$ cat src/rtl/ifu_fetch.sv
// ifu_fetch: instruction fetch unit issuing one 64-bit read at a time and presenting {pc, inst} to decode.
// Optional IFU_PERF_EN builds the delivered-instruction and decode-stall counters.
module ifu_fetch #(
  parameter int ADDR_W = 64,
  parameter logic [ADDR_W-1:0] RESET_PC = 64'h8000_0000
) (
  input  logic              clk,
  input  logic              rst_n,
  output logic              req_valid,
  input  logic              req_ready,
  output logic [ADDR_W-1:0] req_addr,
  input  logic              resp_valid,
  input  logic [63:0]       resp_data,
  input  logic              resp_err,
  input  logic              redirect_vld,
  input  logic [ADDR_W-1:0] redirect_pc,
  output logic              out_valid,
  input  logic              out_ready,
  output logic [ADDR_W-1:0] out_pc,
  output logic [63:0]       out_inst,
  output logic              out_err,
  output logic [63:0]       perf_fetch_cnt,
  output logic [63:0]       perf_stall_cnt
);
  typedef enum logic [1:0] {REQ, WAIT, HOLD} state_t;
  state_t state, state_n;
  logic [ADDR_W-1:0] pc, pc_n, out_pc_n;
  logic [63:0] out_inst_n;
  logic flush, flush_n, out_valid_n, out_err_n;
  assign req_valid = rst_n && state == REQ;
  assign req_addr = {pc[ADDR_W-1:3], 3'b0};
  always_ff @(posedge clk) begin
    if (!rst_n) begin
      state <= REQ;
      pc <= RESET_PC;
      flush <= 1'b0;
      out_valid <= 1'b0;
      out_pc <= RESET_PC;
      out_inst <= '0;
      out_err <= 1'b0;
    end else begin
      state <= state_n;
      pc <= pc_n;
      flush <= flush_n;
      out_valid <= out_valid_n;
      out_pc <= out_pc_n;
      out_inst <= out_inst_n;
      out_err <= out_err_n;
    end
  end
  // A redirect wins over every other event; a request already accepted or still in flight is marked stale via flush.
  always_comb begin
    state_n = state;
    pc_n = pc;
    flush_n = flush;
    out_valid_n = out_valid;
    out_pc_n = out_pc;
    out_inst_n = out_inst;
    out_err_n = out_err;
    if (redirect_vld) begin
      pc_n = redirect_pc;
      out_valid_n = 1'b0;
      state_n = (state == HOLD || (state == WAIT && resp_valid)) ? REQ :
                (state == REQ && req_ready) ? WAIT : state;
      flush_n = ((state == REQ && req_ready) || (state == WAIT && !resp_valid)) ? 1'b1 :
                (state == WAIT) ? 1'b0 : flush;
    end else if (state == REQ && req_ready) begin
      state_n = WAIT;
    end else if (state == WAIT && resp_valid && flush) begin
      flush_n = 1'b0;
      state_n = REQ;
    end else if (state == WAIT && resp_valid) begin
      out_inst_n = {32'b0, pc[2] ? resp_data[63:32] : resp_data[31:0]};
      out_pc_n = pc;
      out_err_n = resp_err || pc[1:0] != 2'b00;
      out_valid_n = 1'b1;
      state_n = HOLD;
    end else if (state == HOLD && out_ready) begin
      pc_n = pc + ADDR_W'(4);
      out_valid_n = 1'b0;
      state_n = REQ;
    end
  end
`ifdef IFU_PERF_EN
  logic [63:0] fetch_cnt, stall_cnt;
  always_ff @(posedge clk) begin
    if (!rst_n) begin
      fetch_cnt <= '0;
      stall_cnt <= '0;
    end else begin
      if (out_valid && out_ready && !redirect_vld) fetch_cnt <= fetch_cnt + 64'd1;
      if (out_valid && !out_ready) stall_cnt <= stall_cnt + 64'd1;
    end
  end
  assign perf_fetch_cnt = fetch_cnt;
  assign perf_stall_cnt = stall_cnt;
`else
  assign perf_fetch_cnt = '0;
  assign perf_stall_cnt = '0;
`endif
endmodule

$ cat config.mk
export PLATFORM = sky130hd
export DESIGN_NAME = ifu_fetch
export DESIGN_NICKNAME = d
export VERILOG_FILES = /design/src/rtl/ifu_fetch.sv
export SDC_FILE = /design/constraint.sdc
export NUM_CORES = 1
export LEC_CHECK = 0
export ABC_AREA = 1
export BUFFER_PORTS_ARGS = -buffer_cell sky130_fd_sc_hd__buf_4
export CAP_MARGIN = 20
export CORE_ASPECT_RATIO = 0.6
export CORE_MARGIN = 2
export CORE_UTILIZATION = 30
export DETAILED_ROUTE_END_ITERATION = 8
export PLACE_DENSITY = 0.65
export REMOVE_ABC_BUFFERS = 1
export SYNTH_ARGS = -nofsm -noshare
export SYNTH_HDL_FRONTEND = slang
export SYNTH_SLANG_ARGS = --single-unit
$ cat constraint.sdc
create_clock -name clk -period 1.7 [get_ports clk]
set_input_delay 0 -clock clk [delete_from_list [all_inputs] [get_ports clk]]
set_output_delay 0 -clock clk [all_outputs]
set_load 0.05 [all_outputs]
==> impl_results.md, run 1 <==
* Run status: complete, no violations
* Most frequent cells in the layout: 464 x buf_4, 362 x nand2_1, 163 x conb_1
* Post-synthesis sequential area ratio at between 30% and 40%
* RSZ-0062 raised after global routing: yes
* Post-route antenna net violation count at 0
* Root Buffer Master: clkbuf_16
* Share of cells above drive strength 1 at 33.41%
* Crit. End Element: flip-flop
* Crit path DAT at 2070 ps
* Initial Util at 30.42%
* Reg-to-reg startpoint: pc[3]
* Io pins at 458
* Gate Count Post-Synth at 1552
* Total iterations of the first detailed-routing run at 7
* Layout area overhead at 55.09%
* R2R setup slack at between 8 and 9 ps
* Placed instance area at between 10000 and 15000 µm²
* Worst hold path class: in2reg
* Required @ worst endpoint at between 2000 and 2500 ps
* Clk slew on worst S/H paths at about 70 ps
* Synth Register Bits at 165
* Multi-input logic area at about 5700 µm²
* Worst Hold Depth at 4
* Hold Startpoint: out_ready
* Worst Setup Start Kind: flip-flop
* YS warnings at 0
* First-pass GRT wire length at 64.01 mm
* GRT Util Overall at 23.27%
* Wire length per cell at around 18 µm
* Initial DRC Count at 831
* Worst r2r dst: pc[38]
* Design Area, Final at around 16000 µm²
* Die area at 35650 µm²
* Worst Reg-to-Reg Cells at 12
* FF/Latch Area at about 3400 µm²
* Gpl congestion at 0.9067
* Buffers added on ports at just under 300
* Num CTS Buffers at 17
* Fraction of registers with async set/reset at 0%
* DRC violations left at 0
* Initial antenna violation count at 7
* Dominant synthesized flop cell: dfxtp_1
* Nets at 2196
* Max Clock Skew at between 10 and 15 ps
* Kind of critical path: reg2reg
* Post-DP HPWL at 31.66 mm
* Core Rows at 52
* Max-slew violations at 0
* Vias at 11873
* PD cells at 790.7 nW/µm²
* Min Tclk post-route at 1691 ps
* Fill cells at 3301
* Hold Vio Cnt, Final at 0
* Vias in the first global route at around 11000
* CTS sink cnt at 165
* CTS H-tree lvls at 4
* Placed cells at 2350
* Fin crit share at 99.48%
* Post-synthesis cell type count at 36
* Setup TNS after final layout at 0 ps
* Die height at about 150 µm
* Setup Viol. Count Final at 0
* Pin count of the biggest net entering global routing at 63
* Commonest non-fill, non-tap cell in the layout: buf_4
* Clock buffer depth at 2
* GRT overflow at 0
* Vias per std cell at 4.687
* Lkg Pwr at roughly 7.2 nW
* WHS Endpoint: pc[3]
* Post-synth EDFFs at 0
* Critical path peak fanout at 6
* Max VDD drop at 0.7467 mV
* Final Instance Count excl. Fillers at 2533
* Worst-Skew Late Latency at around 460 ps
* Mean post-synth cell area at 6.592 µm²
* Die W at about 240 µm
* Max Cap Viol at 0
* Core area at 33640 µm²
* F_max at roughly 590 MHz
* WL final at 45.36 mm
* TritonCTS clock tree: yes
* Area of the mapped netlist at 10230 µm²
## final cells by class
class / instances / share of cell area (%)
inverters: 82 / 2.034
well taps: 459 / 3.619
repair buffers: 622 / 33.61
clock inverters: 9 / 0.9620
multi-input cells: 1172 / 35.63
clock buffers: 21 / 2.839
flip-flops and latches: 165 / 21.26
diodes: 3 / 0.04731
## worst max path at each step
| stage | startpoint | to | slack [ps] |
|---|---|---|---|
| floorplan | redirect_vld | out_pc[31] | -2030 |
| global placement | pc[29] | pc[62] | -70 |
| detailed placement | pc[3] | pc[46] | -120 |
| CTS | pc[3] | pc[40] | 1 |
| global route | pc[3] | pc[41] | -70 |
| finish | pc[3] | pc[38] | 9 |
## what timing repair did
item / 4_1_cts / 5_1_grt
resized for setup: 28 / 172
gates cloned: 1 / 9
setup endpoints to repair: 44 / 151
pin swaps: 4 / 36
setup buffers: 3 / 5
hold buffers: 133 / 0
hold endpoints to repair: 100 / 0
## state kept, by name, summed over array words and instances, names as in the netlist
name       cells
out_valid      1
out_inst      32
flush          1
out_pc        64
pc            64
state          2
out_err        1
## stage by stage
stage	utilization (%)	power, W	hold slack [ps]	setup WS, ps
6_report	47.17	0.01255	4.100	8.784
3_3_place_gp	38.90	0.007856	228.9	-73.15
3_5_place_dp	38.90	0.007881	233.9	-119.7
5_1_grt	47.17	0.01300	23.41	-70.55
2_1_floorplan	-	0.006570	79.31	-2028
4_1_cts	45.05	0.01240	3.466	1.003
## synthesized netlist by cell type (20+ instances only)
master	count	area, µm²
nor2_1	207	777.0
a31oi_1	40	250.2
dfxtp_1	165	3303
o21ai_0	97	485.5
a21oi_1	101	505.5
inv_1	74	277.8
buf_2	20	100.1
nand3_1	67	335.3
clkbuf_1	40	150.1
nand2_1	385	1445
buf_4	230	1727
o211ai_1	21	157.7
## where the power goes
| part | switching, W | total [W] | internal (W) |
|---|---|---|---|
| Sequential | 0.000219 | 0.00433 | 0.00411 |
| Combinational | 0.00274 | 0.00398 | 0.00125 |
| Clock | 0.00175 | 0.00424 | 0.00248 |
| Total | 0.00471 | 0.0125 | 0.00784 |
## layer usage
metal | wire, µm | global-route usage (%) | vias to the layer above
met1 | 20630 | 31.86 | 5603
li1 | - | - | 5682
met5 | 34 | 0 | -
met2 | 20050 | 36.59 | 541
met3 | 4175 | 6.522 | 41
met4 | 470 | 4.660 | 6
## logic make-up (layout without fill, tap and decap cells)
family,after synthesis,count (layout),synth area share (%)
AOI/OAI and AO/OA,286,286,15.74
adders and majority gates,1,1,0.1223
buffers and inverters,377,734,22.54
DFF,165,165,32.29
other,1,166,0.03665
and+or+nand+nor,722,722,29.28
## critical path, stage by stage, from the launching register on
cell	delay, ps
dfxtp_2	350
ha_4	150
nand2_4	70
nor2_4	120
buf_6	140
nand2_8	70
nor2_8	210
nand3_4	110
nor2_1	110
nor2_1	40
nand2_1	70
nand2_1	50
a21oi_2	110
(Power assumes the default switching activity.)
==> run 2: changes to the inputs <==
ABC_AREA = default   (was 1)
CORE_MARGIN = default   (was 2)
PLACE_DENSITY = 0.67   (was 0.65)
==> run 2 against run 1 <==
  * The run now ends with negative setup slack left
  * Hold slack gained 31 ps
  * Via count fell by 18%
  * Sequential share of layout area decreased by 0.46 points
  * Register-to-register slack got worse by 290 ps
  * Die area decreased by 13%
  * Worst setup slack lost 290 ps
  * Maximum frequency down 15%
  * Clock power fell by 7.5%
  * Critical path type unchanged
  * Critical endpoint is now pc[41]
  * Highest routed layer is now met4
==> impl_results.md, run 2 <==
* Run status: finished, violations left (was complete, no violations)
* Failing checks: negative setup slack
* Clk slew on worst S/H paths at 70 ps (about the same)
* Lkg Pwr at 7.488 nW (was 7.176 nW)
* Worst Reg-to-Reg Cells at 6 (was 12)
* Dominant synthesized flop cell: dfxtp_1 (unchanged)
* CTS sink cnt at 165 (unchanged)
* Post-synth EDFFs at 0 (unchanged)
* Reg-to-reg startpoint: pc[8] (was pc[3])
* Initial antenna violation count at 5 (was 7)
* WL final at 39.03 mm (was 45.36 mm)
* Internal at 0.007213 W (was 0.007836 W)
* Placed cells at 1852 (was 2350)
* Most frequent cells in the layout: 436 x buf_4, 163 x conb_1, 137 x dfxtp_1, 137 x dlygate4sd3_1, 103 x nand2_1 (was 464 x buf_4, 362 x nand2_1, 163 x conb_1)
* Post-synthesis cell type count at 51 (was 36)
* Vias per std cell at 4.649 (was 4.687)
* Wire length per cell at 18.64 µm (was 17.91 µm)
* GRT overflow at 0 (unchanged)
* Max incr delay on CP at 620 ps (was 350 ps)
* Clock power share at 34.4% (was 33.8%)
* Worst Setup Start Kind: flip-flop (unchanged)
* Met2 Use GR at 38.16% (was 36.59%)
* Max Cap Viol at 0 (unchanged)
* Fraction of registers with async set/reset at 0% (unchanged)
* Nets at 1804 (was 2196)
* GRT Max-Usage Layer: met2 (unchanged)
* Most common cell in the netlist: buf_4 (was nand2_1)
* Setup TNS after final layout at -20360 ps (was 0 ps)
* Fin crit share at 116.6% (was 99.48%)
* Io pins at 458 (unchanged)
* Top post-synthesis cells by area: dfxtp_1 36%, buf_4 18%, nand2_1 7.0% (was dfxtp_1 32%, buf_4 17%, nand2_1 14%)
* DRC violations left at 0 (unchanged)
* TritonCTS clock tree: yes (unchanged)
* Largest regs: out_pc: 64 flops, pc: 64 flops, out_inst: 32 flops (unchanged)
* Area of the mapped netlist at 9133 µm² (was 10230 µm²)
* GR Util met1 at 30.04% (was 31.86%)
* Setup Viol. Count Final at 145 (was 0)
* Worst r2r dst: pc[41] (was pc[38])
* Util after Layout at 53.80% (was 47.17%)
* Mean post-synth cell area at 8.089 µm² (was 6.592 µm²)
* R2R setup slack at -280 ps (was 9 ps)
* Core Rows at 49 (was 52)
* Share of the synthesized area in the top cell type at 36.17% (was 32.29%)
* Clock buffer depth at 2 (unchanged)
* Root Buffer Master: clkbuf_16 (unchanged)
* Gpl congestion at 0.8917 (was 0.9067)
* Hold Startpoint: redirect_pc[61] (was out_ready)
* Vias at 9735 (was 11873)
* Post-synth top area cell: dfxtp_1 (unchanged)
* Num CTS Buffers at 17 (unchanged)
* F_max at 504.7 MHz (was 591.3 MHz)
* Core area at 29920 µm² (was 33640 µm²)
* Crit. End Element: flip-flop (unchanged)
* Sw Pwr at 0.004192 W (was 0.004711 W)
* Max Clock Skew at 10.03 ps (was 14.41 ps)
* Post-DP HPWL at 25.19 mm (was 31.66 mm)
* Die height at 137.2 µm (was 147.0 µm)
* Met3 Usage GRT at 5.754% (was 6.522%)
* CP delay by family, top: simple AND/OR/NAND/NOR gates (unchanged)
* Worst hold path class: in2reg (unchanged)
* Post-route antenna net violation count at 0 (unchanged)
* YS warnings at 0 (unchanged)
* Total iterations of the first detailed-routing run at 5 (was 7)
* Pin count of the biggest net entering global routing at 59 (was 63)
* Die W at 227.2 µm (was 242.4 µm)
* Commonest non-fill, non-tap cell in the layout: buf_4 (unchanged)
* CP max stage cell: or4b_4 (was dfxtp_2)
* Hold Vio Cnt, Final at 0 (unchanged)
* Synth cell count leaders: 225 x buf_4, 170 x nand2_1, 165 x dfxtp_1 (was 385 x nand2_1, 230 x buf_4, 207 x nor2_1)
* Initial DRC Count at 506 (was 831)
* Vias in the first global route at 9473 (was 11019)
* Post-synthesis sequential area ratio at 36.17% (was 32.29%)
* Worst-Skew Late Latency at 460 ps (about the same)
* Min Tclk post-route at 1981 ps (was 1691 ps)
* RSZ-0062 raised after global routing: yes (unchanged)
* Synth Register Bits at 165 (unchanged)
* Setup slack at placement at -342.3 ps (was -119.7 ps)
* PD cells at 708.5 nW/µm² (was 790.7 nW/µm²)
* GRT Util Overall at 23.43% (was 23.27%)
* Max-slew violations at 0 (unchanged)
* Layout area overhead at 76.24% (was 55.09%)
* Worst Hold Depth at 4 (unchanged)
* CP Buf/Inv Count at 0 (was 1)
* Final Instance Count excl. Fillers at 2094 (was 2533)
* Worst slew pin tran at 641.2 ps
* Required @ worst endpoint at 2090 ps (was 2080 ps)
* Seq pwr share at 36.5% (was 34.5%)
* CTS H-tree lvls at 4 (unchanged)
* CP Depth at 6 (was 12)
* Setup WS post-layout at -281.5 ps (was 8.784 ps)
* Buffers added on ports at 294 (unchanged)
* Die area at 31170 µm² (was 35650 µm²)
* Max-Slew Margin vs Limit at 57.25%
* Max VDD drop at 0.6119 mV (was 0.7467 mV)
* Share of cells above drive strength 1 at 48.07% (was 33.41%)
* Critical path peak fanout at 3 (was 6)
* Crit-path cells: nand4_1 -> or4b_4 -> nor4_4 -> nand2_1 -> or2_0 -> a31oi_1 (was ha_4 -> nand2_4 -> nor2_4 -> buf_6 -> nand2_8 -> nor2_8 -> nand3_4 -> nor2_1 -> nor2_1 -> nand2_1 -> nand2_1 -> a21oi_2)
* WHS Endpoint: pc[61] (was pc[3])
* Net Sw Frac at 36.75% (was 37.55%)
* Crit path DAT at 2370 ps (was 2070 ps)
* Kind of critical path: reg2reg (unchanged)
* First-pass GRT wire length at 54.42 mm (was 64.01 mm)
* Comb pwr share at 29.1% (was 31.8%)
* Gate Count Post-Synth at 1129 (was 1552)
* Initial Util at 30.52% (was 30.42%)
-- run 2: cell type report --
class / instances / area, µm²
antenna: 5 / 12.51
clock buffer: 19 / 442.9
clock inverter: 13 / 122.6
fill: 2644 / 13820
inverter: 6 / 26.28
multi-input combinational: 829 / 5768
sequential: 165 / 3348
tap: 408 / 510.5
timing repair buffer: 649 / 5864
-- run 2: worst min-delay path, delay by kind of cell --
family	cells	cell delay, ps
AO/OA/AOI/OAI	3	390
buffers and inverters	1	70
-- run 2: stage by stage --
step | power, W | hold WS [ps] | area, µm²
after detailed placement | 0.006909 | 239.1 | 11780
after global routing | 0.01181 | 35.56 | 16100
final | 0.01140 | 35.39 | 16100
after floorplan | 0.005970 | 61.94 | 7789
after global placement | 0.006881 | 230.3 | 11780
after CTS | 0.01130 | 22.88 | 15250
-- run 2: logic make-up (layout without fill, tap and decap cells) --
logic type	after synthesis	count (layout)	share of synthesized area [%]
fa+ha+maj	1	1	0.1370
xor+xnor	54	54	5.179
simple gates	374	374	19.87
mux	40	40	4.384
buf+inv	297	687	21.62
flops	165	165	36.17
other cells	1	168	0.04106
compound gates	197	197	12.60
-- run 2: metal layers --
| layer | up-vias | part of all wire (%) |
|---|---|---|
| li1 | 4563 | - |
| met1 | 4759 | 43 |
| met2 | 353 | 47 |
| met3 | 60 | 6.5 |
| met4 | 0 | 2.6 |
| met5 | - | 0 |
-- run 2: worst max-delay path by stage --
stage,startpoint,slack [ps],endpoint
final,pc[8],-280,pc[41]
after detailed placement,pc[44],-340,pc[55]
after CTS,pc[30],-250,pc[40]
after global routing,pc[6],-380,pc[37]
after global placement,pc[43],-300,pc[55]
after floorplan,state[1],-5860,out_inst[0]
-- run 2: what timing repair did --
action | CTS | global route
setup buffers | 41 | 29
setup endpoints to repair | 113 | 152
hold buffers | 137 | 0
gates cloned | 11 | 3
pin swaps | 122 | 141
resized for setup | 222 | 209
endpoints found under the hold margin | 101 | 0
-- run 2: power by group through the flow --
stage / clock network [W] / logic [W] / registers [W]
5_1_grt: 0.00415 / 0.00348 / 0.00418
3_3_place_gp: 0 / 0.00267 / 0.00422
6_report: 0.00392 / 0.00332 / 0.00416
4_1_cts: 0.00399 / 0.00317 / 0.00415
3_5_place_dp: 0 / 0.00269 / 0.00422
2_1_floorplan: 0 / 0.00119 / 0.00478
